**src/rtl/cuenta_unos_param.sv**
```systemverilog
// -----------------------------------------------------------------------------
// cuenta_unos_param
//   Sequential population counter. It counts the ones (modo=0) or the zeros
//   (modo=1) of an N-bit word, one bit per clock. The operand shifts right
//   each cycle, and the count stops as soon as the remaining word is zero, so
//   no cycles are spent on leading zeros.
//
// Parameters
//   N        operand width in bits, 2..32
//   CW       count width, ceil(log2(N+1)), so that a count of N fits
//
// Ports
//   i_clk      clock; all state changes on its rising edge
//   i_reset    asynchronous reset, active low
//   i_start    starts a new count (accepted in REPOSO or FIN only)
//   i_modo     0: count ones, 1: count zeros (sampled together with i_start)
//   i_valor    operand word (sampled together with i_start)
//   o_cuenta   registered count result
//   o_fin      registered done flag, held until the next accepted start
//   o_ocupado  high while a count is in progress (state CUENTA)
// -----------------------------------------------------------------------------
module cuenta_unos_param #(
    parameter int N  = 8,
    parameter int CW = $clog2(N + 1)
) (
    input  logic          i_clk,
    input  logic          i_reset,
    input  logic          i_start,
    input  logic          i_modo,
    input  logic [N-1:0]  i_valor,
    output logic [CW-1:0] o_cuenta,
    output logic          o_fin,
    output logic          o_ocupado
);

    typedef enum logic [1:0] {
        REPOSO = 2'd0,
        CUENTA = 2'd1,
        FIN    = 2'd2
    } estado_t;

    estado_t       r_estado, w_estado_sig;
    logic [N-1:0]  r_reg,    w_reg_sig;
    logic [CW-1:0] r_cuenta, w_cuenta_sig;
    logic          r_fin,    w_fin_sig;

    always_ff @(posedge i_clk or negedge i_reset) begin
        if (!i_reset) begin
            r_estado <= REPOSO;
            r_reg    <= '0;
            r_cuenta <= '0;
            r_fin    <= 1'b0;
        end else begin
            r_estado <= w_estado_sig;
            r_reg    <= w_reg_sig;
            r_cuenta <= w_cuenta_sig;
            r_fin    <= w_fin_sig;
        end
    end

    always_comb begin
        w_estado_sig = r_estado;
        w_reg_sig    = r_reg;
        w_cuenta_sig = r_cuenta;
        w_fin_sig    = r_fin;
        case (r_estado)
            REPOSO, FIN: begin
                // Counting zeros is counting the ones of the inverted word.
                if (i_start) begin
                    w_reg_sig    = i_modo ? ~i_valor : i_valor;
                    w_cuenta_sig = '0;
                    w_fin_sig    = 1'b0;
                    w_estado_sig = CUENTA;
                end
            end
            CUENTA: begin
                // Once the remaining word is zero there is nothing left to
                // count, so finish immediately. i_start is ignored here.
                if (r_reg != '0) begin
                    w_cuenta_sig = r_cuenta + CW'(r_reg[0]);
                    w_reg_sig    = r_reg >> 1;
                end else begin
                    w_fin_sig    = 1'b1;
                    w_estado_sig = FIN;
                end
            end
            default: begin
                w_estado_sig = REPOSO;
            end
        endcase
    end

    assign o_cuenta  = r_cuenta;
    assign o_fin     = r_fin;
    assign o_ocupado = (r_estado == CUENTA);

endmodule

```
**config.mk**
```make
export PLATFORM = sky130hd
export DESIGN_NAME = cuenta_unos_param
export DESIGN_NICKNAME = d
export VERILOG_FILES = /design/src/rtl/cuenta_unos_param.sv
export SDC_FILE = /design/constraint.sdc
export NUM_CORES = 1
export LEC_CHECK = 0
export BUFFER_PORTS_ARGS = -buffer_cell sky130_fd_sc_hd__buf_4
export CORE_UTILIZATION = 25
export DETAILED_ROUTE_END_ITERATION = 16
export PLACE_DENSITY = 0.55
export REMOVE_ABC_BUFFERS = 1
export SLEW_MARGIN = 20
export SYNTH_ARGS = -nofsm -noshare
export SYNTH_HDL_FRONTEND = slang
export SYNTH_SLANG_ARGS = --single-unit
```
**constraint.sdc**
```tcl
create_clock -name i_clk -period 2 [get_ports i_clk]
set_clock_uncertainty 0.05 [all_clocks]
set_input_delay 0.1 -clock i_clk [delete_from_list [all_inputs] [get_ports i_clk]]
set_output_delay 0.1 -clock i_clk [all_outputs]
set_load 0.05 [all_outputs]
```
=== After elaboration in Yosys (flattened, before gate mapping) ===
Cells that the tools add are included.

* Add/subtract/negate cells: 1
* Bitwise gates (word level): 1
* Mux-type cells: 13
* Reductions and logical operators: 7
* Eq/ne operators: 5

{| class="wikitable"
|+ Operators with widths
! kind !! number
|-
| 8-bit two-way mux || 3
|-
| 8-bit one-hot mux with 2 select lines || 1
|-
| 4-bit two-way mux || 2
|-
| 8-bit inverter || 1
|-
| 4-bit one-hot mux with 2 select lines || 1
|-
| 8-bit nonzero test || 1
|-
| 3-bit AND reduction || 2
|-
| 4-bit by 1-bit adder with 4-bit output || 1
|-
| 2-bit two-way mux || 2
|-
| 2-bit inequality test, second input constant || 2
|-
| 2-bit one-hot mux with 2 select lines || 1
|-
| 2-bit by 1-bit equality test with 1-bit output, second input constant || 1
|-
| 2-bit equality test, second input constant || 1
|-
| 2-bit zero test || 1
|-
| 1-bit two-way mux || 2
|-
| 2-bit by 1-bit inequality test with 1-bit output, second input constant || 1
|-
| 1-bit one-hot mux with 2 select lines || 1
|-
| 2-bit AND reduction || 1
|-
| 2-bit nonzero test || 1
|-
| 2-bit OR reduction || 1
|}

* Bits in registers: 15
* Bits of input ports: 12

=== Logic depth before layout (Yosys ltp) ===
Gate-level depths: netlist of run 1.

* Depth in word-level cells: 4
* Depth in mapped cells: 5

=== Worst setup path before layout of run 1 ===
OpenSTA, ideal clock, no wires.

* Kind: register to register
* From: register r_estado[0]
* To: register r_cuenta[0], in the netlist o_cuenta[0]
* Path slack: 332 ps
* Library setup time: 79 ps
* Cell stages (with the launch flop): 6
* Required time: 1871 ps
* Clock period less this slack: 1668 ps
* Data arrival time: 1539 ps
* Path through: dfrtp_1 > nand2b_1 > buf_2 > clkinv_1 > o21ai_4 > mux2i_1

* Elaborated cells on any way between the ends: 9
* Those cells by class: 4 x eq/ne; 1 x mux; 4 x reduce/logical

{| class="wikitable"
|+ RTL lines
! element !! RTL line !! RTL
|-
| start, declared || 42 || <nowiki>estado_t r_estado, w_estado_sig;</nowiki>
|-
| start signal, assigned || 54 || <nowiki>r_estado <= w_estado_sig;</nowiki>
|-
| 2-bit by 1-bit equality test with 1-bit output (*) || n/a ||
|-
| via o_ocupado || 33 || <nowiki>output logic o_ocupado</nowiki>
|-
| 2-bit by 1-bit inequality test with 1-bit output (no line) or 2-bit nonzero test (tied branches) || n/a ||
|-
| 3-bit AND reduction (no line) || n/a ||
|-
| end signal, assigned || 56 || <nowiki>r_cuenta <= w_cuenta_sig;</nowiki>
|-
| end, declared || 44 || <nowiki>logic [CW-1:0] r_cuenta, w_cuenta_sig;</nowiki>
|}

The timed path passes the listed nets; every way through them passes the cells marked *.
A chain may end at the register's enable or synchronous reset.

=== Worst setup path in the final report of run 1 ===
* From: register r_estado[0]
* To: output o_ocupado

* Word-level cells in the longest chain between the ends: 1

{| class="wikitable"
|+ RTL lines
! element !! RTL line !! RTL
|-
| 2-bit by 1-bit equality test with 1-bit output || 95 || <nowiki>assign o_ocupado = (r_estado == CUENTA);</nowiki>
|-
| end, declared || 33 ||
|}

Every way passes these cells.

==> results of run 1 <==
[path summary, 6_finish.rpt]
check                            start  slack [ns]     endpoint
max reg2reg                   r_reg[0]        0.35  o_cuenta[1]
min reg2reg                o_cuenta[3]        0.43  o_cuenta[3]
max in group asynchronous      i_reset        1.56     r_reg[4]
max                        r_estado[0]        0.24    o_ocupado
min                         i_valor[7]        0.05     r_reg[7]
min in group asynchronous      i_reset        0.16        o_fin
[cells in the mapped netlist]
| cell type | n | area [µm²] |
|---|---|---|
| mux2i_1 | 6 | 60.06 |
| o211a_1 | 1 | 10.01 |
| xor2_1 | 7 | 61.31 |
| buf_2 | 2 | 10.01 |
| xnor2_1 | 1 | 8.760 |
| dfrtp_1 | 15 | 375.4 |
| a211o_1 | 1 | 8.760 |
| buf_1 | 1 | 3.750 |
| a32o_1 | 1 | 10.01 |
| o21ai_0 | 3 | 15.01 |
| inv_1 | 2 | 7.510 |
| a211oi_1 | 10 | 75.07 |
| o32ai_1 | 1 | 8.760 |
| ha_1 | 2 | 25.02 |
| clkinv_1 | 1 | 3.750 |
| nor2_1 | 10 | 37.54 |
| nand2b_1 | 3 | 18.77 |
| o21ai_4 | 1 | 16.27 |
| nor2b_1 | 1 | 6.260 |
| nand3_1 | 2 | 10.01 |
| clkbuf_1 | 1 | 3.750 |
| nor4_2 | 2 | 25.02 |
| or4_4 | 2 | 22.52 |
| nand2_1 | 7 | 26.28 |
[layer usage]
metal	global-route usage [%]	up-vias
li1	-	336
met1	14.57	344
met2	21.04	24
met3	1.299	2
met4	7.973	0
met5	0	-
[worst max-delay path, stage by stage, from the launching register on]
cell and delay [ns]:
dfrtp_1 0.42, nand2b_1 0.29, clkinv_1 0.33, buf_4 0.28
[logic make-up after synthesis]
logic type,Yosys count
buffers and inverters,7
and+or+nand+nor,27
AOI/OAI and AO/OA,18
DFF,15
xor gates and xnor gates,8
adders and majority gates,2
muxes,6
[power groups by stage]
stage	logic [mW]	registers [mW]	clock network, mW
after floorplan	0.530	0.716	0
after global placement	0.943	0.583	0
after detailed placement	0.950	0.587	0
after CTS	0.958	0.580	0.187
after global routing	1.05	0.607	0.196
final	0.945	0.582	0.179
[layout make-up]
type / count / area share, %
tap: 44 / 5.158
multi-input combinational: 61 / 41.74
clock inverter: 1 / 0.4689
clock buffer: 3 / 2.110
timing repair buffer: 20 / 14.30
sequential: 15 / 35.17
inverter: 3 / 1.055
[layout by cell type (no fill, tap or decap), types with 2 or more instances in the layout]
cell type	netlist	final
a211oi_1	10	10
buf_4	0	19
clkbuf_4	0	3
dfrtp_1	15	15
ha_1	2	2
inv_1	2	2
mux2i_1	6	6
nand2_1	7	7
nand2b_1	3	3
nand3_1	2	2
nor2_1	10	10
nor4_2	2	2
o21ai_0	3	3
or4_4	2	2
xor2_1	7	7
[per-stage QoR]
step	total power, mW	area, µm²	utilization, %
final	1.706	1067	34.12
after global routing	1.853	1067	34.12
after CTS	1.725	1067	34.12
after detailed placement	1.538	1030	32.92
after global placement	1.526	1030	32.92
after floorplan	1.246	832.0	-
==> results.sh, run 1 <==
export IMPL_run_status="completed"
export IMPL_layout_nets=118
export IMPL_dieHeight_um=60.30
export IMPL_root_buffer="clkbuf_4"
export IMPL_p_int_mw=0.8820
export IMPL_synthAdderAreaFrac_pct=2.946
export IMPL_drc_errors=0
export IMPL_cp_required_ns=1.85
export IMPL_fin_cells=147
export IMPL_cap_violations=0
export IMPL_grt_pass1_vias=736
export IMPL_synth_top_family_by_area="simple AND/OR/NAND/NOR gates"
export IMPL_dieWidth_um=60.30
export IMPL_synth_compound_area_share_pct=16.94
export IMPL_placed_cells=142
export IMPL_syn_instance_count=83
export IMPL_hpwl_um=1358
export IMPL_clock_fmax_ghz=0.5683
export IMPL_met1_length_um=871
export IMPL_setup_viol=0
export IMPL_crit_type="reg -> out"
export IMPL_totalWireLength_um=1899
export IMPL_antenna_left=0
export IMPL_yosys_area_share_simple_pct=17.23
export IMPL_yosys_warnings=0
export IMPL_viasPerCell=4.803
export IMPL_antenna_found_initial=0
export IMPL_initial_core_util_pct=27.16
export IMPL_worstRegToRegCells=3
export IMPL_seq_power_share_pct=34.1
export IMPL_setup_tns_ns=0
export IMPL_synth_distinct_cells=24
export IMPL_seqCellArea_um2=375.4
export IMPL_arrival_ns=1.61
export IMPL_grt_ovfl_total=0
export IMPL_slew_headroom_pct=58.08
export IMPL_synth_xor_area_share_pct=8.247
export IMPL_port_buffers=17
export IMPL_clk_pin_slew_ns=0.10
export IMPL_tightest_slew_ns=0.6274
export IMPL_p_sw_share_pct=48.30
export IMPL_ctsHoldBuffers=1
export IMPL_clkLatencyLatePin_ns=0.28
export IMPL_comb_power_share_pct=55.4
export IMPL_grt_pass1_wl_um=3243
export IMPL_switchingPower_mw=0.8239
export IMPL_dpl_worst_slack_ns=0.3611
export IMPL_core_mm2=0.003128
export IMPL_num_rows=20
export IMPL_route_met3_wl_um=100
export IMPL_cts_resized=0
export IMPL_die_area_mm2=0.003635
export IMPL_worstPathMaxFanout=9
export IMPL_wl_met2_um=899
export IMPL_synth_mux_area_share_pct=7.069
export IMPL_slew_violations=0
export IMPL_period_share_pct=87.99
export IMPL_cts_setup_buffers=0
export IMPL_irDropWorstVdd_mv=0.3870
export IMPL_drive_gt1_share_pct=27.18
export IMPL_synth_seq_cells=15
export IMPL_yosysSeqAreaShare_pct=44.18
export IMPL_track_usage_pct=12.35
export IMPL_min_path_cells=3
export IMPL_timing_hold_ws_ns=0.04832
export IMPL_diodes=0
export IMPL_grt_max_degree=16
export IMPL_cts_tree="yes"
export IMPL_drtIter0Drc=23
export IMPL_finalWorstSetupSlack_ns=0.2403
export IMPL_cts_sinks=15
export IMPL_fill_cells=348
export IMPL_wl_per_cell_um=12.92
export IMPL_first_pass_iters=4
export IMPL_synthesis_area_um2=849.6
export IMPL_fin_crit_ns=1.760
export IMPL_hold_path_class="in -> reg"
export IMPL_crit_path_end_kind="output pin"
export IMPL_area_growth_pct=25.63
export IMPL_avgSynthCellArea_um2=10.24
export IMPL_power_frac_clock_pct=10.5
export IMPL_largest_reg_flops=8
export IMPL_leakage_nw=0.4739
export IMPL_power_density_mw_per_mm2=1598
export IMPL_clockBufferDepth=2
export IMPL_rsz0062_at_grt="no"
export IMPL_cts_buffers=3
export IMPL_multiInputGateArea_um2=445.4
export IMPL_finalWeightedCongestion=0.7966
export IMPL_vias=706
export IMPL_start_kind="flop"
export IMPL_io_pin_count=18
export IMPL_hold_violations=0
export IMPL_htreeDepth=1
export IMPL_top_layer="met4"
No activity file was read; power rests on OpenSTA's default activity.
==> run 2, diff against run 1 <==
--- a/config.mk
+++ b/config.mk
@@ -8,8 +8,11 @@
 export BUFFER_PORTS_ARGS = -buffer_cell sky130_fd_sc_hd__buf_4
 export CORE_UTILIZATION = 25
 export DETAILED_ROUTE_END_ITERATION = 16
+export GPL_ROUTABILITY_DRIVEN = 0
 export PLACE_DENSITY = 0.55
+export RECOVER_POWER = 100
 export REMOVE_ABC_BUFFERS = 1
+export SKIP_LAST_GASP = 1
 export SLEW_MARGIN = 20
 export SYNTH_ARGS = -nofsm -noshare
 export SYNTH_HDL_FRONTEND = slang
==> run 2 against run 1 <==
Compared with the run above: critical path depth is the same; combinational power shrank 7.7%; maximum frequency shrank 0.29%; die area is the same; clock power is essentially flat; wire length grew 0.63%; sequential cell count is the same; largest power group unchanged; utilization shrank 1.4 points; register-to-register slack lost 0.11 ns.
==> results.sh, run 2 (same netlist as run 1, synthesis figures left out) <==
export IMPL_run_status="completed"
export IMPL_p_total_mw=1.622
export IMPL_worstPathMaxFanout=8
export IMPL_fin_cells=147
export IMPL_die_area_mm2=0.003635
export IMPL_port_buffers=17
export IMPL_slew_violations=0
export IMPL_drtIter0Drc=28
export IMPL_start_kind="flop"
export IMPL_setup_tns_ns=0
export IMPL_cap_violations=0
export IMPL_fill_cells=351
export IMPL_drive_gt1_share_pct=19.42
export IMPL_area_growth_pct=20.62
export IMPL_clock_fmax_ghz=0.5666
export IMPL_cp_required_ns=2.17
export IMPL_final_area_mm2=0.001025
export IMPL_dieWidth_um=60.30
export IMPL_vias=694
export IMPL_finalWorstSetupSlack_ns=0.2352
export IMPL_clk_pin_slew_ns=0.10
export IMPL_htreeDepth=1
export IMPL_layout_nets=118
export IMPL_place_area_mm2=0.001030
export IMPL_grt_max_degree=16
export IMPL_crit_slowest_cell="or4_1"
export IMPL_placed_cells=142
export IMPL_cts_tree="yes"
export IMPL_tightest_slew_ns=0.8540
export IMPL_io_pin_count=18
export IMPL_arrival_ns=1.93
export IMPL_dpl_worst_slack_ns=0.3611
export IMPL_crit_buf_inv=0
export IMPL_totalWireLength_um=1911
export IMPL_irDropWorstVdd_mv=0.3654
export IMPL_period_share_pct=88.24
export IMPL_fin_crit_ns=1.765
export IMPL_antenna_found_initial=0
export IMPL_clkLatencyLatePin_ns=0.28
export IMPL_final_cell_mix="dfrtp_1, buf_4, nor2_1, a211oi_1"
export IMPL_root_buffer="clkbuf_4"
export IMPL_grt_pass1_vias=736
export IMPL_initial_core_util_pct=27.16
export IMPL_drc_errors=0
export IMPL_grt_pass1_wl_um=3243
export IMPL_first_pass_iters=5
export IMPL_grt_ovfl_total=0
export IMPL_post_route_util_pct=32.76
export IMPL_power_density_mw_per_mm2=1583
export IMPL_hpwl_um=1358
export IMPL_antenna_left=0
export IMPL_leakage_nw=0.4474
export IMPL_crit_family="simple AND/OR/NAND/NOR gates"
export IMPL_dieHeight_um=60.30
export IMPL_diodes=0
export IMPL_wl_per_cell_um=13.00
export IMPL_hold_violations=0
export IMPL_setup_viol=0
export IMPL_timing_hold_ws_ns=0.04903
export IMPL_crit_chain="or4_1 -> o21ai_2 -> mux2i_1"
export IMPL_viasPerCell=4.721
export IMPL_core_mm2=0.003128
export IMPL_cpPeakStageDelay_ns=0.58
export IMPL_track_usage_pct=12.35
export IMPL_crit_path_end_kind="flop"
export IMPL_largest_reg_flops=8
export IMPL_crit_type="reg -> reg"
export IMPL_cts_sinks=15
export IMPL_num_rows=20
export IMPL_rsz0062_at_grt="no"
export IMPL_hold_path_class="in -> reg"
export IMPL_clockBufferDepth=2
export IMPL_cts_buffers=3
export IMPL_slew_headroom_pct=43.06
export IMPL_multiInputGateArea_um2=427.9
export IMPL_final_common_cell="dfrtp_1"
export IMPL_seqCellArea_um2=375.4
-- run 2: report_power, final --
| group | total (mW) | internal [mW] | leakage, nW | switching, mW |
|---|---|---|---|---|
| registers | 0.573 | 0.440 | 0.187 | 0.132 |
| clock network | 0.177 | 0.0742 | 0.0177 | 0.103 |
| logic | 0.872 | 0.304 | 0.243 | 0.568 |
| total | 1.62 | 0.819 | 0.447 | 0.803 |
-- run 2: final timing paths --
kind	depth (start not counted)	endpoint	slack, ns	startpoint
min	3	r_reg[7]	0.05	i_valor[7]
max reg2reg	3	o_cuenta[1]	0.24	r_reg[2]
min reg2reg	1	o_cuenta[3]	0.43	o_cuenta[3]
min in group asynchronous	2	o_fin	0.39	i_reset
max	3	o_cuenta[1]	0.24	r_reg[2]
max in group asynchronous	2	r_reg[4]	0.99	i_reset
-- run 2: routing by layer --
metal | global-route usage, % | part of all wire [%] | vias up
li1 | - | - | 337
met1 | 14.57 | 46 | 338
met2 | 21.04 | 48 | 17
met3 | 1.299 | 4.0 | 2
met4 | 7.973 | 1.4 | 0
met5 | 0 | 0 | -
-- run 2: layout make-up --
type / count / share of cell area, %
Timing Repair Buffer: 20 / 12.45
Tap cell: 44 / 5.372
Sequential cell: 15 / 36.63
Clock inverter: 1 / 0.4884
Clock buffer: 3 / 2.198
Multi-Input combinational cell: 61 / 41.76
Inverter: 3 / 1.099
-- run 2: timing repair --
action | in CTS | in global routing
hold endpoints to repair | 15 | 0
resized for setup | 0 | 0
setup buffers | 0 | 0
hold buffers | 1 | 0
-- run 2: worst reg2reg max path, stage by stage (launching register included) --
cell and delay [ns]:
dfrtp_1 0.44, or4_1 0.59, o21ai_2 0.41, mux2i_1 0.22
==> run 3, diff against run 2 <==
--- a/config.mk
+++ b/config.mk
@@ -10,7 +10,7 @@
 export DETAILED_ROUTE_END_ITERATION = 16
 export GPL_ROUTABILITY_DRIVEN = 0
 export PLACE_DENSITY = 0.55
-export RECOVER_POWER = 100
+export RECOVER_POWER = 25
 export REMOVE_ABC_BUFFERS = 1
 export SKIP_LAST_GASP = 1
 export SLEW_MARGIN = 20
==> run 3 against run 2 <==
Compared with the run above: total power up 5.1%; largest power group unchanged; via count up 1.9%; critical path depth unchanged; cell count unchanged.
==> results.sh, run 3 (same netlist as run 1, synthesis figures left out) <==
export IMPL_area_growth_pct=25.18
export IMPL_largest_reg_flops=8
export IMPL_clk_pin_slew_ns=0.10
export IMPL_cts_buffers=3
export IMPL_cts_setup_buffers=0
export IMPL_totalWireLength_um=1895
export IMPL_power_density_mw_per_mm2=1603
export IMPL_p_sw_share_pct=48.32
export IMPL_seqCellArea_um2=375.4
export IMPL_grt_ovfl_total=0
export IMPL_layout_nets=118
export IMPL_grt_pass1_vias=736
export IMPL_cts_tree="yes"
export IMPL_worstPathMaxFanout=9
export IMPL_hpwl_um=1358
export IMPL_wl_per_cell_um=12.89
export IMPL_cp_required_ns=1.85
export IMPL_cts_sinks=15
export IMPL_dieHeight_um=60.30
export IMPL_core_mm2=0.003128
export IMPL_cpPeakStageDelay_ns=0.42
export IMPL_drc_errors=0
export IMPL_hold_violations=0
export IMPL_track_usage_pct=12.35
export IMPL_post_route_util_pct=34.00
export IMPL_clock_fmax_ghz=0.5683
export IMPL_slew_headroom_pct=43.06
export IMPL_fin_crit_ns=1.760
export IMPL_run_status="completed"
export IMPL_first_pass_iters=4
export IMPL_start_kind="flop"
export IMPL_io_pin_count=18
export IMPL_viasPerCell=4.810
export IMPL_antenna_left=0
export IMPL_slew_violations=0
export IMPL_hold_path_class="in -> reg"
export IMPL_crit_chain="nand2b_1 -> clkinv_1 -> buf_4"
export IMPL_drive_gt1_share_pct=26.21
export IMPL_crit_slowest_cell="dfrtp_1"
export IMPL_power_frac_clock_pct=10.5
export IMPL_arrival_ns=1.61
export IMPL_crit_type="reg -> out"
export IMPL_setup_tns_ns=0
export IMPL_leakage_nw=0.4703
export IMPL_rsz0062_at_grt="no"
export IMPL_final_common_cell="buf_4"
export IMPL_initial_core_util_pct=27.16
export IMPL_seq_power_share_pct=34.1
export IMPL_drtIter0Drc=23
export IMPL_p_int_mw=0.8810
export IMPL_hold_start="i_valor[7]"
export IMPL_clkLatencyLatePin_ns=0.28
export IMPL_comb_power_share_pct=55.4
export IMPL_clockBufferDepth=2
export IMPL_antenna_found_initial=0
export IMPL_period_share_pct=87.99
export IMPL_multiInputGateArea_um2=445.4
export IMPL_grt_pass1_wl_um=3243
export IMPL_vias=707
export IMPL_crit_path_end_kind="output pin"
export IMPL_htreeDepth=1
export IMPL_grt_max_degree=16
export IMPL_cts_resized=0
export IMPL_switchingPower_mw=0.8238
export IMPL_irDropWorstVdd_mv=0.3869
export IMPL_r2r_start="r_reg[0]"
export IMPL_final_cell_mix="buf_4, dfrtp_1, nor2_1, a211oi_1"
export IMPL_placed_cells=142
export IMPL_cap_violations=0
export IMPL_die_area_mm2=0.003635
export IMPL_diodes=0
export IMPL_dieWidth_um=60.30
export IMPL_timing_hold_ws_ns=0.04832
export IMPL_port_buffers=17
export IMPL_setup_viol=0
export IMPL_fill_cells=348
export IMPL_fin_cells=147
export IMPL_root_buffer="clkbuf_4"
export IMPL_crit_start="r_estado[0]"
export IMPL_tightest_slew_ns=0.8542
export IMPL_num_rows=20
run 3: through the flow:
step / setup slack, ns / instance area [µm²] / total power [mW]
floorplan: 0.2989 / 832.0 / 1.246
global placement: 0.4012 / 1030 / 1.526
detailed placement: 0.3611 / 1030 / 1.538
CTS: 0.2409 / 1067 / 1.725
global route: 0.1497 / 1064 / 1.852
finish: 0.2403 / 1064 / 1.705
run 3: final cells by class:
class,instances,area share (%)
clock buffer,3,2.118
clock inverter,1,0.4706
inverter,3,1.059
multi-input combinational,61,41.88
sequential,15,35.29
tap,44,5.176
timing repair buffer,20,14.00
run 3: path summary, 6_finish.rpt:
kind,end,slack (ns),depth (start not counted)
setup reg to reg,o_cuenta[1],0.35,3
min in group asynchronous,o_fin,0.39,2
hold / removal,r_reg[7],0.05,3
max in group asynchronous,r_reg[4],0.99,2
hold reg to reg,o_cuenta[3],0.43,1
setup / recovery,o_ocupado,0.24,3
run 3: routing by layer:
layer  routed length (µm)  vias to the layer above  global-route usage [%]
li1                     -                      336                       -
met1                  865                      345                   14.57
met2                  901                       24                   21.04
met3                  100                        2                   1.299
met4                   27                        0                   7.973
met5                    0                        -                       0
run 3: timing repair:
item,in CTS,in global routing
endpoints found under the setup margin,0,0
hold endpoints to repair,15,0
hold buffers,1,0
run 3: worst max-delay path, delay by kind of cell, from the launching register on:
kind	cells	cell delay (ns)
buffers and inverters	2	0.61
DFF	1	0.42
and+or+nand+nor	1	0.29
run 3: power groups by stage:
stage / Sequential, mW / Combinational (mW) / Clock [mW]
6_report: 0.582 / 0.944 / 0.179
5_1_grt: 0.607 / 1.05 / 0.196
4_1_cts: 0.580 / 0.958 / 0.187
3_5_place_dp: 0.587 / 0.950 / 0
3_3_place_gp: 0.583 / 0.943 / 0
2_1_floorplan: 0.716 / 0.530 / 0
